<file path="config.mk">
export PLATFORM = sky130hd
export DESIGN_NAME = branch_resolve_pipe_flat
export DESIGN_NICKNAME = d
export VERILOG_FILES = /design/src/rtl/branch_resolve_pipe_if.sv /design/src/rtl/branch_resolve_pipe.sv /design/src/flat_wrapper.sv
export SDC_FILE = /design/constraint.sdc
export NUM_CORES = 1
export LEC_CHECK = 0
export BUFFER_PORTS_ARGS = -buffer_cell sky130_fd_sc_hd__clkbuf_2
export CORE_UTILIZATION = 50
export DETAILED_ROUTE_END_ITERATION = 16
export PLACE_DENSITY = 0.74
export RECOVER_POWER = 100
export SKIP_LAST_GASP = 1
export SYNTH_ARGS = -nofsm -noshare
export SYNTH_HDL_FRONTEND = slang
export SYNTH_SLANG_ARGS = --single-unit
</file>
<file path="constraint.sdc">
create_clock -name clk -period 3.05 [get_ports clk]
set_input_delay 0.305 -clock clk [delete_from_list [all_inputs] [get_ports clk]]
set_output_delay 0.305 -clock clk [all_outputs]
set_load 0.02 [all_outputs]
</file>
<file path="src/rtl/branch_resolve_pipe_if.sv">
// Handshake and data bundle for branch_resolve_pipe.
// master: producer of branch operations and consumer of resolved results.
// slave : the branch resolution unit itself.
//   in_valid/in_ready        operation handshake
//   op, op_a, op_b, offset   decoded operation and operands
//   pc                       address of the branch/jump instruction
//   flush                    kill every in-flight operation
//   out_valid/out_ready      result handshake
//   target, link, taken, we  resolved redirect, return address and flags
//   misalign                 taken with a misaligned target
//   taken_cnt                saturating count of retired taken operations
interface branch_resolve_pipe_if #(
  parameter int XLEN  = 32,
  parameter int CNT_W = 16
);
  logic             in_valid;
  logic             in_ready;
  logic [3:0]       op;
  logic [XLEN-1:0]  op_a;
  logic [XLEN-1:0]  op_b;
  logic [XLEN-1:0]  offset;
  logic [XLEN-1:0]  pc;
  logic             flush;
  logic             out_valid;
  logic             out_ready;
  logic [XLEN-1:0]  target;
  logic [XLEN-1:0]  link;
  logic             taken;
  logic             we;
  logic             misalign;
  logic [CNT_W-1:0] taken_cnt;

  modport master (
    output in_valid, op, op_a, op_b, offset, pc, flush, out_ready,
    input  in_ready, out_valid, target, link, taken, we, misalign, taken_cnt
  );

  modport slave (
    input  in_valid, op, op_a, op_b, offset, pc, flush, out_ready,
    output in_ready, out_valid, target, link, taken, we, misalign, taken_cnt
  );
endinterface

</file>
<file path="src/rtl/branch_resolve_pipe.sv">
// Branch/jump resolution unit with an elastic DEPTH-stage pipeline.
// The result is computed combinationally from the inputs and captured in
// stage 0; the remaining stages only carry it forward. Outputs come straight
// from the last stage registers; in_ready is the only combinational output.
// Ports:
//   clk      rising-edge clock
//   reset_n  synchronous active-low reset
//   bus      branch_resolve_pipe_if.slave (handshakes, operands, results)
module branch_resolve_pipe #(
  parameter int XLEN  = 32,
  parameter int DEPTH = 3,
  parameter int C_EXT = 0,
  parameter int CNT_W = 16
) (
  input  logic                  clk,
  input  logic                  reset_n,
  branch_resolve_pipe_if.slave  bus
);

  localparam logic [3:0] OP_BEQ  = 4'd0;
  localparam logic [3:0] OP_BNE  = 4'd1;
  localparam logic [3:0] OP_BLT  = 4'd2;
  localparam logic [3:0] OP_BLTU = 4'd3;
  localparam logic [3:0] OP_BGE  = 4'd4;
  localparam logic [3:0] OP_BGEU = 4'd5;
  localparam logic [3:0] OP_JAL  = 4'd6;
  localparam logic [3:0] OP_JALR = 4'd7;

  logic [DEPTH-1:0] valid_q, valid_d;
  logic [DEPTH-1:0] adv;
  logic [XLEN-1:0]  target_q [DEPTH];
  logic [XLEN-1:0]  target_d [DEPTH];
  logic [XLEN-1:0]  link_q   [DEPTH];
  logic [XLEN-1:0]  link_d   [DEPTH];
  logic [DEPTH-1:0] taken_q, taken_d;
  logic [DEPTH-1:0] we_q, we_d;
  logic [DEPTH-1:0] mis_q, mis_d;
  logic [CNT_W-1:0] cnt_q, cnt_d;

  logic [XLEN-1:0]  sum_ab;
  logic [XLEN-1:0]  br_tgt;
  logic [XLEN-1:0]  res_tgt;
  logic [XLEN-1:0]  res_link;
  logic             res_taken;
  logic             res_jump;
  logic             res_mis;
  logic             down_free;
  logic             accept;

  always_comb begin
    sum_ab    = bus.op_a + bus.op_b;
    br_tgt    = bus.pc + bus.offset;
    res_tgt   = br_tgt;
    res_taken = 1'b0;
    res_jump  = 1'b0;
    case (bus.op)
      OP_BEQ:  res_taken = (bus.op_a == bus.op_b);
      OP_BNE:  res_taken = (bus.op_a != bus.op_b);
      OP_BLT:  res_taken = ($signed(bus.op_a) <  $signed(bus.op_b));
      OP_BLTU: res_taken = (bus.op_a <  bus.op_b);
      OP_BGE:  res_taken = ($signed(bus.op_a) >= $signed(bus.op_b));
      OP_BGEU: res_taken = (bus.op_a >= bus.op_b);
      OP_JAL: begin
        res_taken = 1'b1;
        res_jump  = 1'b1;
        res_tgt   = sum_ab;
      end
      OP_JALR: begin
        res_taken = 1'b1;
        res_jump  = 1'b1;
        res_tgt   = {sum_ab[XLEN-1:1], 1'b0};
      end
      default: res_taken = 1'b0;
    endcase
    // bit 1 only matters without compressed instructions; bit 0 always does
    res_mis  = res_taken && (res_tgt[0] || ((C_EXT == 0) && res_tgt[1]));
    res_link = res_jump ? (bus.pc + XLEN'(32'd4)) : '0;
  end

  // Walk from the output back to stage 0: a stage advances when it holds
  // data and everything downstream of it can take a new entry this cycle.
  always_comb begin
    down_free = bus.out_ready;
    for (int k = DEPTH - 1; k >= 0; k--) begin
      adv[k]    = valid_q[k] && down_free;
      down_free = !valid_q[k] || adv[k];
    end
  end

  assign bus.in_ready = !reset_n || down_free;
  assign accept       = bus.in_valid && down_free;

  always_comb begin
    valid_d  = valid_q;
    target_d = target_q;
    link_d   = link_q;
    taken_d  = taken_q;
    we_d     = we_q;
    mis_d    = mis_q;
    cnt_d    = cnt_q;
    if (bus.flush) begin
      // the entry sitting at the output is killed too, so it never counts
      valid_d = '0;
    end else begin
      if (adv[DEPTH-1] && taken_q[DEPTH-1] && !mis_q[DEPTH-1] && (cnt_q != '1))
        cnt_d = cnt_q + CNT_W'(1);
      for (int k = DEPTH - 1; k >= 1; k--) begin
        if (adv[k-1]) begin
          valid_d[k]  = 1'b1;
          target_d[k] = target_q[k-1];
          link_d[k]   = link_q[k-1];
          taken_d[k]  = taken_q[k-1];
          we_d[k]     = we_q[k-1];
          mis_d[k]    = mis_q[k-1];
        end else if (adv[k]) begin
          valid_d[k] = 1'b0;
        end
      end
      if (accept) begin
        valid_d[0]  = 1'b1;
        target_d[0] = res_tgt;
        link_d[0]   = res_link;
        taken_d[0]  = res_taken;
        we_d[0]     = res_jump && !res_mis;
        mis_d[0]    = res_mis;
      end else if (adv[0]) begin
        valid_d[0] = 1'b0;
      end
    end
  end

  always_ff @(posedge clk) begin
    if (!reset_n) begin
      valid_q <= '0;
      taken_q <= '0;
      we_q    <= '0;
      mis_q   <= '0;
      cnt_q   <= '0;
      for (int k = 0; k < DEPTH; k++) begin
        target_q[k] <= '0;
        link_q[k]   <= '0;
      end
    end else begin
      valid_q  <= valid_d;
      target_q <= target_d;
      link_q   <= link_d;
      taken_q  <= taken_d;
      we_q     <= we_d;
      mis_q    <= mis_d;
      cnt_q    <= cnt_d;
    end
  end

  assign bus.out_valid = valid_q[DEPTH-1];
  assign bus.target    = target_q[DEPTH-1];
  assign bus.link      = link_q[DEPTH-1];
  assign bus.taken     = taken_q[DEPTH-1];
  assign bus.we        = we_q[DEPTH-1];
  assign bus.misalign  = mis_q[DEPTH-1];
  assign bus.taken_cnt = cnt_q;

endmodule
</file>
<file path="src/flat_wrapper.sv">
// flat-port wrapper written by rule: the top's interface ports become plain ports
module branch_resolve_pipe_flat 
#(
  parameter int XLEN  = 32,
  parameter int DEPTH = 3,
  parameter int C_EXT = 0,
  parameter int CNT_W = 16
)
  (clk, reset_n, bus_in_valid, bus_op, bus_op_a, bus_op_b, bus_offset, bus_pc, bus_flush, bus_out_ready, bus_in_ready, bus_out_valid, bus_target, bus_link, bus_taken, bus_we, bus_misalign, bus_taken_cnt);
  branch_resolve_pipe_if #(.XLEN(XLEN), .CNT_W(CNT_W)) bus_i ();
  input  logic clk;
  input  logic reset_n;
  input wire logic [$bits(bus_i.in_valid)-1:0] bus_in_valid;
  input wire logic [$bits(bus_i.op)-1:0] bus_op;
  input wire logic [$bits(bus_i.op_a)-1:0] bus_op_a;
  input wire logic [$bits(bus_i.op_b)-1:0] bus_op_b;
  input wire logic [$bits(bus_i.offset)-1:0] bus_offset;
  input wire logic [$bits(bus_i.pc)-1:0] bus_pc;
  input wire logic [$bits(bus_i.flush)-1:0] bus_flush;
  input wire logic [$bits(bus_i.out_ready)-1:0] bus_out_ready;
  output wire logic [$bits(bus_i.in_ready)-1:0] bus_in_ready;
  output wire logic [$bits(bus_i.out_valid)-1:0] bus_out_valid;
  output wire logic [$bits(bus_i.target)-1:0] bus_target;
  output wire logic [$bits(bus_i.link)-1:0] bus_link;
  output wire logic [$bits(bus_i.taken)-1:0] bus_taken;
  output wire logic [$bits(bus_i.we)-1:0] bus_we;
  output wire logic [$bits(bus_i.misalign)-1:0] bus_misalign;
  output wire logic [$bits(bus_i.taken_cnt)-1:0] bus_taken_cnt;
  assign bus_i.in_valid = bus_in_valid;
  assign bus_i.op = bus_op;
  assign bus_i.op_a = bus_op_a;
  assign bus_i.op_b = bus_op_b;
  assign bus_i.offset = bus_offset;
  assign bus_i.pc = bus_pc;
  assign bus_i.flush = bus_flush;
  assign bus_i.out_ready = bus_out_ready;
  assign bus_in_ready = bus_i.in_ready;
  assign bus_out_valid = bus_i.out_valid;
  assign bus_target = bus_i.target;
  assign bus_link = bus_i.link;
  assign bus_taken = bus_i.taken;
  assign bus_we = bus_i.we;
  assign bus_misalign = bus_i.misalign;
  assign bus_taken_cnt = bus_i.taken_cnt;
  branch_resolve_pipe #(.XLEN(XLEN), .DEPTH(DEPTH), .C_EXT(C_EXT), .CNT_W(CNT_W)) u_core (.clk(clk), .reset_n(reset_n), .bus(bus_i));
endmodule
</file>
==> impl_metrics.tcl <==
set metrics [dict create \
    grt_max_degree 186 \
    maxSlewViolCount 0 \
    synth_edf_count 0 \
    grt-ovfl-total 0 \
    cts_root_buf "clkbuf_16" \
    crit_arrival_ns 3.18 \
    crit_family "simple AND/OR/NAND/NOR gates" \
    status "completed" \
    clkSinkCount 220 \
    io_pins 222 \
    wl_per_cell_um 17.15 \
    fmax_mhz 363.0 \
    worstSetupStartpointType "flip-flop" \
    grt_pass1_vias 11530 \
    holdBufCountCts 0 \
    cts_setup_buffers 0 \
    clkLatencyLatePin_ns 0.50 \
    period_needed_ns 2.755 \
    crit_path_end_kind "flip-flop" \
    hold_ws_ns 0.06350 \
    die_x_um 163.5 \
    dieHeight_um 163.5 \
    setup_viol 0 \
    yosysUniqueCellTypes 76 \
    total_power_w 0.006937 \
    worst_pin_slew_ns 1.377 \
    clock_path_buffers 3 \
    coreArea_um2 25400 \
    hold_violations 0 \
    gp_congestion 0.9104 \
    stdcell_count 2217 \
    layout_commonest_cell "nand2_1" \
    synth_ff_type "dfxtp_1" \
    post-route-period-util_pct 90.32 \
    rsz0062_at_grt "no" \
    grt.total_usage_pct 27.96 \
    hp-class "in2reg" \
    crit_chain "nor2b_1 > and3_1 > nor3b_1 > clkbuf_1 > o211ai_1 > a21oi_1" \
    final.setup.tns_ns 0 \
    clock_skew_ns 0.009056 \
    synth-seq-cells 220 \
    grt_pass1_wl_um 59810 \
    ant_nets 0 \
    cts_buffers 22 \
    hpwl_um 29070 \
    leakage_nw 5.952 \
    antenna_found_initial 1 \
    drt_first_iter_violations 1115 \
    synthCells 1712 \
    ir_drop_mv 0.3716 \
    area_delta_synth_final_pct 13.77 \
    die_area_um2 26720 \
    cts_tree "done" \
    synth_seq_area_share_pct 33.79 \
    power_density_nw_per_um2 467.7 \
    row_count 58 \
    worstPathBufferInverterCount 1 \
    cp_slowest_cell "nor3b_1" \
    io_buffer_count 221 \
    syn-cell-area_um2 13040 \
    ctsResizeCount 0 \
    final_util_pct 58.39 \
    drcViolationCount 0 \
    viasPerCell 5.608 \
    htree_levels 1 \
    vias 12430 \
    drive_gt1_share_pct 12.77 \
    yosysWarnings 0 \
    post-place-cells 2181 \
    firstDrtPassIters 9 \
    synth.avg_cell_area_um2 7.614 \
    syn_nets 1947 \
    layout_common_cells "nand2_1 (350), a21oi_1 (224), dfxtp_1 (220)" \
    synth-async-reset-ratio_pct 0 \
    nNetsFinal 2110 \
    initial_core_util_pct 51.32 \
    crit_required_ns 3.48 \
    clk_pin_slew_ns 0.06 \
    antennaDiodeCount 0 \
    maxCapViolCount 0 \
    cpPeakStageDelay_ns 0.70 \
    path_max_fanout 16 \
    critical_path_class "reg2reg" \
    routed_wl_um 38020 \
    slew-limit-headroom_pct 8.214 \
]
-- where the power goes --
group / internal (W) / switching (W) / leakage, nW / total (W)
sequential: 0.00292 / 0.0000291 / 1.78 / 0.00295
clock: 0.00156 / 0.00112 / 0.347 / 0.00268
combinational: 0.000526 / 0.000786 / 3.83 / 0.00131
total: 0.00500 / 0.00194 / 5.95 / 0.00694
-- layout make-up --
cell class,instances,area (um^2)
Tap cell,330,412.9
Clock buffer,29,638.1
Inverter,70,265.3
Clock inverter,7,75.07
Fill cell,2396,10570
Timing Repair Buffer,280,1446
Multi-Input combinational cell,1281,7589
Sequential cell,220,4404
-- cell families (layout without fill, tap and decap cells) --
kind of cell,Yosys count,count (layout),share of synthesized area [%]
AND/OR/NAND/NOR,647,647,22.15
AO/OA/AOI/OAI,446,446,20.44
adder cells (fa/ha/maj),98,98,9.522
XOR/XNOR,80,80,5.375
buffers and inverters,211,386,7.957
multiplexers,10,10,0.7679
flip-flops,220,220,33.79
-- layer usage --
| layer | vias up | wire (um) | global-route usage (%) | share of wire [%] |
|---|---|---|---|---|
| met5 | - | 13 | 0 | 0.034 |
| met2 | 429 | 17540 | 46.15 | 46 |
| met3 | 51 | 2598 | 3.301 | 6.8 |
| met4 | 2 | 879 | 7.197 | 2.3 |
| li1 | 6156 | - | - | - |
| met1 | 5796 | 16990 | 38.47 | 45 |
-- synth_stat cells, drive strengths merged (17+ instances only) --
master  number  area [um^2]
xor2        37        324.1
ha          96         1201
nor2       113        424.2
a21o        18        135.1
nor2b       17        106.4
o21ai       80        400.4
inv         69        259.0
nand3       34        170.2
buf         76        530.5
nand4       20        125.1
a21oi      224         1121
a22oi       17        127.6
nand2      350         1314
dfxtp      220         4404
xnor2       43        376.6
nor3        29        145.1
a211oi      17        132.6
clkbuf      65        244.0
-- through the flow --
step / instance area (um^2) / setup slack, ns
global placement: 14280 / -0.03117
CTS: 14990 / 0.4315
detailed placement: 14280 / -0.08788
global route: 14830 / 0.1288
finish: 14830 / 0.2952
floorplan: 13040 / 0.3009
-- flip-flops by register name (all words and copies together) (netlist names) --
signal                cells
u_core.we_q               3
u_core.bus.link          32
u_core.bus.target        32
u_core.target_q          64
u_core.mis_q              3
u_core.bus.taken_cnt     16
u_core.taken_q            3
u_core.valid_q            3
u_core.link_q            64
-- path summary, 6_finish.rpt --
check | startpoint | endpoint | slack [ns] | depth (start not counted)
setup reg to reg | u_core.valid_q[2]$_SDFFE_PP0P_ | u_core.target_q[66]$_SDFFE_PN0P_ | 0.30 | 6
hold / removal | bus_in_valid | u_core.valid_q[0]$_SDFFE_PP0P_ | 0.06 | 3
hold reg to reg | u_core.link_q[49]$_SDFFE_PN0P_ | u_core.bus.link[17]$_SDFFE_PN0P_ | 0.45 | 2
setup / recovery | u_core.valid_q[2]$_SDFFE_PP0P_ | u_core.target_q[66]$_SDFFE_PN0P_ | 0.30 | 6
-- worst min-delay path: stages --
cell	delay [ns]
clkbuf_2	0.11
nor2_1	0.05
nor2_1	0.07
Note: power is estimated with default switching activity, not from simulation.
